===== src/rtl/clkgen_multi.sv =====
// Multi-channel programmable clock/tick generator: NCH square waves from clkin,
// each with a runtime-writable half-period applied glitch-free at boundaries.
//
// Ports:
//   clkin    system clock, all logic on its rising edge
//   rst_n    asynchronous reset, active low
//   en       per-channel run enable
//   sync     phase-align strobe for all channels
//   wr_en    half-period write strobe
//   wr_ch    channel index for the write (out-of-range writes are ignored)
//   wr_half  new half-period in clkin cycles (0 parks the channel)
//   clkout   divided square-wave outputs, registered
//   tick     one-cycle pulse on every clkout 0->1, registered
//   pending  written half-period not yet in use
module clkgen_multi #(
    parameter int NCH        = 4,
    parameter int CNT_W      = 32,
    parameter int CLKIN_FREQ = 50000000,
    parameter int DEF_FREQ   = 1000,
    parameter logic [CNT_W-1:0] DEF_HALF = CNT_W'(CLKIN_FREQ / 2 / DEF_FREQ),
    localparam int CH_W      = (NCH > 1) ? $clog2(NCH) : 1
) (
    input  logic             clkin,
    input  logic             rst_n,
    input  logic [NCH-1:0]   en,
    input  logic             sync,
    input  logic             wr_en,
    input  logic [CH_W-1:0]  wr_ch,
    input  logic [CNT_W-1:0] wr_half,
    output logic [NCH-1:0]   clkout,
    output logic [NCH-1:0]   tick,
    output logic [NCH-1:0]   pending
);

    localparam logic [CH_W:0] NCH_L = (CH_W + 1)'(NCH);

    logic [NCH-1:0][CNT_W-1:0] cnt_q, cnt_d;
    logic [NCH-1:0][CNT_W-1:0] sh_q, sh_d;
    logic [NCH-1:0][CNT_W-1:0] act_q, act_d;
    logic [NCH-1:0]            clk_q, clk_d;
    logic [NCH-1:0]            tick_q, tick_d;
    logic [CNT_W-1:0]          nxt;
    logic                      wr_ok;

    assign wr_ok = wr_en && ({1'b0, wr_ch} < NCH_L);

    always_comb begin
        cnt_d  = cnt_q;
        sh_d   = sh_q;
        act_d  = act_q;
        clk_d  = clk_q;
        tick_d = '0;
        nxt    = '0;
        for (int i = 0; i < NCH; i++) begin
            if (wr_ok && (wr_ch == CH_W'(i))) begin
                sh_d[i] = wr_half;
            end
            nxt = cnt_q[i] + CNT_W'(1);
            if (sync || (act_q[i] == '0)) begin
                // Restart from phase 0 with the current shadow value;
                // a write in this same cycle only reaches the shadow.
                cnt_d[i] = '0;
                clk_d[i] = 1'b0;
                act_d[i] = sh_q[i];
            end else if (!en[i]) begin
                cnt_d[i] = cnt_q[i];
            end else if (nxt >= act_q[i]) begin
                cnt_d[i] = '0;
                act_d[i] = sh_q[i];
                if (sh_q[i] == '0) begin
                    // Parking: end low rather than emit a stray high half.
                    clk_d[i] = 1'b0;
                end else begin
                    clk_d[i]  = ~clk_q[i];
                    tick_d[i] = ~clk_q[i];
                end
            end else begin
                cnt_d[i] = nxt;
            end
        end
    end

    always_ff @(posedge clkin or negedge rst_n) begin
        if (!rst_n) begin
            cnt_q  <= '0;
            sh_q   <= {NCH{DEF_HALF}};
            act_q  <= {NCH{DEF_HALF}};
            clk_q  <= '0;
            tick_q <= '0;
        end else begin
            cnt_q  <= cnt_d;
            sh_q   <= sh_d;
            act_q  <= act_d;
            clk_q  <= clk_d;
            tick_q <= tick_d;
        end
    end

    always_comb begin
        pending = '0;
        for (int i = 0; i < NCH; i++) begin
            pending[i] = (sh_q[i] != act_q[i]);
        end
    end

    assign clkout = clk_q;
    assign tick   = tick_q;

endmodule


===== config.mk =====
export PLATFORM = sky130hd
export DESIGN_NAME = clkgen_multi
export DESIGN_NICKNAME = d
export VERILOG_FILES = /design/src/rtl/clkgen_multi.sv
export SDC_FILE = /design/constraint.sdc
export NUM_CORES = 1
export LEC_CHECK = 0
export BUFFER_PORTS_ARGS = -buffer_cell sky130_fd_sc_hd__buf_4
export CORE_MARGIN = 1.5
export CORE_UTILIZATION = 57
export DETAILED_ROUTE_END_ITERATION = 10
export PLACE_DENSITY_LB_ADDON = 0.2
export SYNTH_ARGS = -nofsm -noshare
export SYNTH_HDL_FRONTEND = slang
export SYNTH_SLANG_ARGS = --single-unit

===== constraint.sdc =====
create_clock -name clkin -period 5.48 [get_ports clkin]
set_input_delay 0.274 -clock clkin [delete_from_list [all_inputs] [get_ports clkin]]
set_output_delay 0.274 -clock clkin [all_outputs]
set_load 0.005 [all_outputs]

[After elaboration in Yosys (flattened, before gate mapping)]
Index checks and enable logic that the tools add are counted.
Storage, ports and cells
  bits in latches: 0
  input bits: 42
  bits in read-only memories: 0
  bits in writable memories: 0
  memories: 0
  logic and storage cells: 117
  flip-flop bits (word level): 392
Operators by class
  bitwise operators: 4
  muxes and demuxes: 52
  shift operators: 0
  $add $sub $neg: 4
  reductions and logical operators: 29
  multipliers: 0
  divide/modulo/power cells: 0
  magnitude comparators: 4
  equality and inequality tests: 7
Operator list (number)
  32-bit two-way mux: 24
  32-bit zero test: 8
  32-bit by 1-bit adder with 32-bit output, second input constant: 4
  32-bit >= comparator: 4
  32-bit inequality test: 4
  1-bit two-way mux: 28
  2-bit nonzero test: 8
  2-bit AND reduction: 4
  2-bit == test, second input constant: 2
  1-bit logical AND: 4
  1-bit logical OR: 4
  1-bit inverter: 4
  2-bit by 1-bit == test with 1-bit output, second input constant: 1
  2-bit zero test: 1

[Logic depth before layout (Yosys ltp)]
  depth after elaboration: 5
  depth in mapped cells: 16
  depth with buffers taken out: 13

[Worst setup path before layout]
OpenSTA, ideal clock, no wires.
  kind: reg2reg
  start point: register cnt_q[64] (netlist bit)
  end point: register act_q[86] (netlist bit)
  path slack: 1.344 ns
  stages on the path, launching flop included: 16
  setup time: 0.125 ns
  data required time: 5.355 ns
  data arrival time: 4.011 ns
  cell sequence: dfrtp_1 > ha_1 > nand2_1 > or3_1 > buf_2 > or4_4 > nor2_4 > xor2_2 > ha_1 > a21oi_1 > nand2_1 > a221o_1 > a211o_1 > a211oi_4 > buf_4 > mux2_2
On the way
  word-level cells in the longest chain between the ends: 4
Ends and longest elaborated chain
  from (decl): RTL line 37  | logic [NCH-1:0][CNT_W-1:0] cnt_q, cnt_d;
  from (signal assigned): RTL line 91  | cnt_q <= cnt_d;
  32-bit by 1-bit adder with 32-bit output: RTL line 58  | nxt = cnt_q[i] + CNT_W'(1);
  32-bit >= comparator: RTL line 67  | end else if (nxt >= act_q[i]) begin
  2-bit nonzero test (no line)
  2-bit AND reduction (no line)
  to (signal assigned): RTL line 87  | act_q <= {NCH{DEF_HALF}};
  to (signal assigned): RTL line 93  | act_q <= act_d;
  to (decl): RTL line 39  | logic [NCH-1:0][CNT_W-1:0] act_q, act_d;
No other way between the ends.
A chain may end at the register's enable or synchronous reset.

[Final worst setup path]
  start point: register cnt_q[64] (netlist bit)
  end point: register act_q[70] (netlist bit)
Same word-level chain as after synthesis.

==> out/metrics.yaml <==
critical_path:
  endpoint_kind: "flop"
  r2r_cells: 14
  startpoint_type: "flop"
  cp-startpoint: "cnt_q[64]"
  path_cells: "ha_1, nand2_1, or3_1, or4_4, nor2_4, xor2_2, ha_1, a21oi_1, nand2_1, a221o_1, a211o_1, a211oi_4, buf_4, mux2_2"
  crit_type: "reg -> reg"
  arrival_ns: 5.01
  cpMaxStageDelayCell: "or4_4"
  r2r-end: "act_q[70]"
  endpoint: "act_q[70]"
  worstPathRequired_ns: 5.92
  cp_slowest_stage_delay_ns: 0.62
  reg2reg_slack_ns: 0.91
  r2r-start: "cnt_q[64]"
  cp_max_fo: 33
yosys:
  synthAdderAreaFrac: 0.07424
  synthArstFlopShare: 1.000
  ys_seq_elements: 392
  synth.most_common_cell: "dfrtp_1"
  yosys.area.top_type: "dfrtp_1"
  synth_common_cells: "dfrtp_1 (344), mux2_2 (245), xnor2_1 (196)"
  synth-xor-area-share: 0.09364
  synth-compound-area-share: 0.09021
  synth_top_area_share: 0.3869
  synth_edf_count: 0
  synthFlopType: "dfrtp_1"
  yosysSeqAreaShare: 0.4436
  synthMuxAreaShare: 0.1311
  synth_nets: 2192
  ys_warn_count: 0
  netlist_area_um2: 22250
  synth_area_leaders: "dfrtp_1 (39%), mux2_2 (12%), xnor2_1 (7.7%), ha_1 (7.4%), dfstp_2 (5.7%)"
  synth_cells: 2018
  ys_types: 63
  synth_top_family_by_area: "multiplexers"
  synth-simple-area-share: 0.1308
  synth.avg_cell_area_um2: 11.02
status:
  run_status: "finished, final reports clean"
floorplan:
  die_w_um: 200.6
  fp.dieH_um: 200.6
  placementRows: 72
  start_util: 0.5770
  core_um2: 38560
  num_io_pins: 54
  die-area_um2: 40220
min_path:
  hold_depth: 2
  hold_path_class: "in -> reg"
place:
  dp_hpwl_um: 38610
  place.gp.congestion: 0.8491
  dp.cells: 2552
  port_buffers: 53
clocking:
  max-clock-path-buffers: 3
  ctsHtreeMaxLevel: 2
  cts_resized: 0
  cts_tree: "built"
  clk_pin_slew_worst_paths_ns: 0.06
  cts_made_buffers: 43
  cts_sinks: 392
  clk-insertion-delay-late_ns: 0.56
  root_buffer: "clkbuf_16"
routing:
  drc: 0
  drt_wl_total_um: 53690
  dr.pass1.iters: 7
  postRouteAntennaNets: 0
  vias_per_cell: 6.073
  via_count: 16044
  drtIter0Drc: 829
  wl_per_cell_um: 20.32
timing:
  setup_violations: 0
  finalHoldViolations: 0
  final.setup.tns_ns: 0
  period_share: 0.8341
  grt_setup_unrepaired: "no"
  finalCriticalPeriod_ns: 4.571
  final-max-slew-violation-count: 0
  worst_pin_slew_ns: 0.9860
  fin_worst_skew_ns: 0.01069
  fmax_mhz: 218.8
  slew_headroom: 0.3427
job:
  cap_violations: 0
grt:
  grt-ovfl-total: 0
  grt_first_pass_wirelength_um: 87480
  antenna_found_initial: 0
  grtUsageTotal: 0.2718
  grt_max_degree: 139
  grt_pass1_vias: 16595
final_layout:
  final_cell_count_no_fill: 2642
  area_growth_pct: 11.87
  final_nets: 2262
  drive_gt1_frac: 0.2172
power:
  leakagePower_nw: 10.98
  ir_drop_mv: 0.2008
  power.density_nw_per_um2: 348.2
[critical path: cells and delay by family, from the launching register on]
| kind | cells | cell delay [ns] |
|---|---|---|
| AND/OR/NAND/NOR | 5 | 1.38 |
| AO/OA/AOI/OAI | 4 | 1.17 |
| adder cells (fa/ha/maj) | 2 | 0.50 |
| buffers and inverters | 1 | 0.41 |
| flip-flops | 1 | 0.40 |
| multiplexers | 1 | 0.39 |
| XOR/XNOR | 1 | 0.16 |
[what timing repair did]
item                      in CTS  in global routing
hold endpoints to repair      92                  0
hold buffers                   9                  0
buffers inserted               0                  0
[flip-flops by register name, indices dropped and copies added, names as in the netlist]
| signal | flops |
|---|---|
| act_q | 128 |
| cnt_q | 128 |
| sh_q | 128 |
| clkout | 4 |
| tick | 4 |
[report_power, final]
group,internal [mW],total [mW],switching (mW)
Combinational,0.812,1.56,0.746
Clock,1.96,3.18,1.22
Sequential,3.37,3.93,0.563
[layout make-up]
class / instances / area (um^2)
fillers: 3105 / 13670
multi-input cells: 1426 / 11620
flip-flops and latches: 392 / 9869
clock buffers: 62 / 1250
repair buffers: 85 / 680.7
well taps: 518 / 648.1
inverters: 140 / 525.5
clock inverters: 17 / 290.3
diodes: 2 / 5.005
[worst min-delay path by stage]
stage,from,endpoint,slack (ns)
after floorplan,rst_n,act_q[0],-0.02
after global placement,rst_n,cnt_q[59],0.33
after detailed placement,rst_n,cnt_q[57],0.33
after CTS,wr_half[11],sh_q[107],0.0003
after global routing,wr_half[11],sh_q[107],0.005
final,wr_half[11],sh_q[75],0.04
[per-layer routing]
metal	routed length, um	vias to the layer above	track usage
met5	0	-	0
met4	1108	0	0.06767
met3	3626	79	0.05893
met2	24800	352	0.4330
met1	24150	8064	0.3794
li1	-	7549	-
[placed cells by master, fill, tap and decap left out, types with 14 or more instances in the layout]
cell type | netlist | layout
nand4_1 | 100 | 100
clkbuf_16 | 0 | 45
a22o_1 | 97 | 97
a221o_1 | 14 | 14
mux2_1 | 14 | 14
nor2_1 | 59 | 54
nor3_1 | 22 | 20
a21o_1 | 14 | 14
or3_1 | 15 | 15
o21ai_0 | 27 | 27
xnor2_1 | 196 | 196
ha_1 | 132 | 132
buf_4 | 10 | 74
nor4_1 | 91 | 91
dfrtp_1 | 344 | 344
a21oi_1 | 58 | 58
xor2_1 | 40 | 40
dfstp_2 | 48 | 48
and4_1 | 16 | 16
inv_1 | 140 | 140
nand2_1 | 114 | 114
nand3_1 | 54 | 54
and3_1 | 16 | 16
mux2_2 | 245 | 245
[cells by family (layout without fill, tap and decap cells)]
kind of cell | count (synthesis) | count (layout)
AND/OR/NAND/NOR | 533 | 533
flip-flops | 392 | 392
AO/OA/AOI/OAI | 265 | 265
multiplexers | 259 | 259
XOR/XNOR | 237 | 237
buffers and inverters | 200 | 304
adder cells (fa/ha/maj) | 132 | 132
other | 0 | 2
[through the flow]
| step | utilization | instance area (um^2) | hold WS, ns | total power, mW | setup slack (ns) |
|---|---|---|---|---|---|
| global route | 0.6453 | 24880 | 0.005373 | 9.067 | 0.6085 |
| finish | 0.6455 | 24890 | 0.03667 | 8.667 | 0.9091 |
| global placement | 0.6031 | 23250 | 0.3293 | 5.420 | 1.014 |
| CTS | 0.6453 | 24880 | 0.0003312 | 8.710 | 0.9117 |
| floorplan | - | 22250 | -0.02159 | 4.925 | 1.344 |
| detailed placement | 0.6031 | 23250 | 0.3325 | 5.505 | 0.9094 |
No activity file was read; power rests on OpenSTA's default activity.
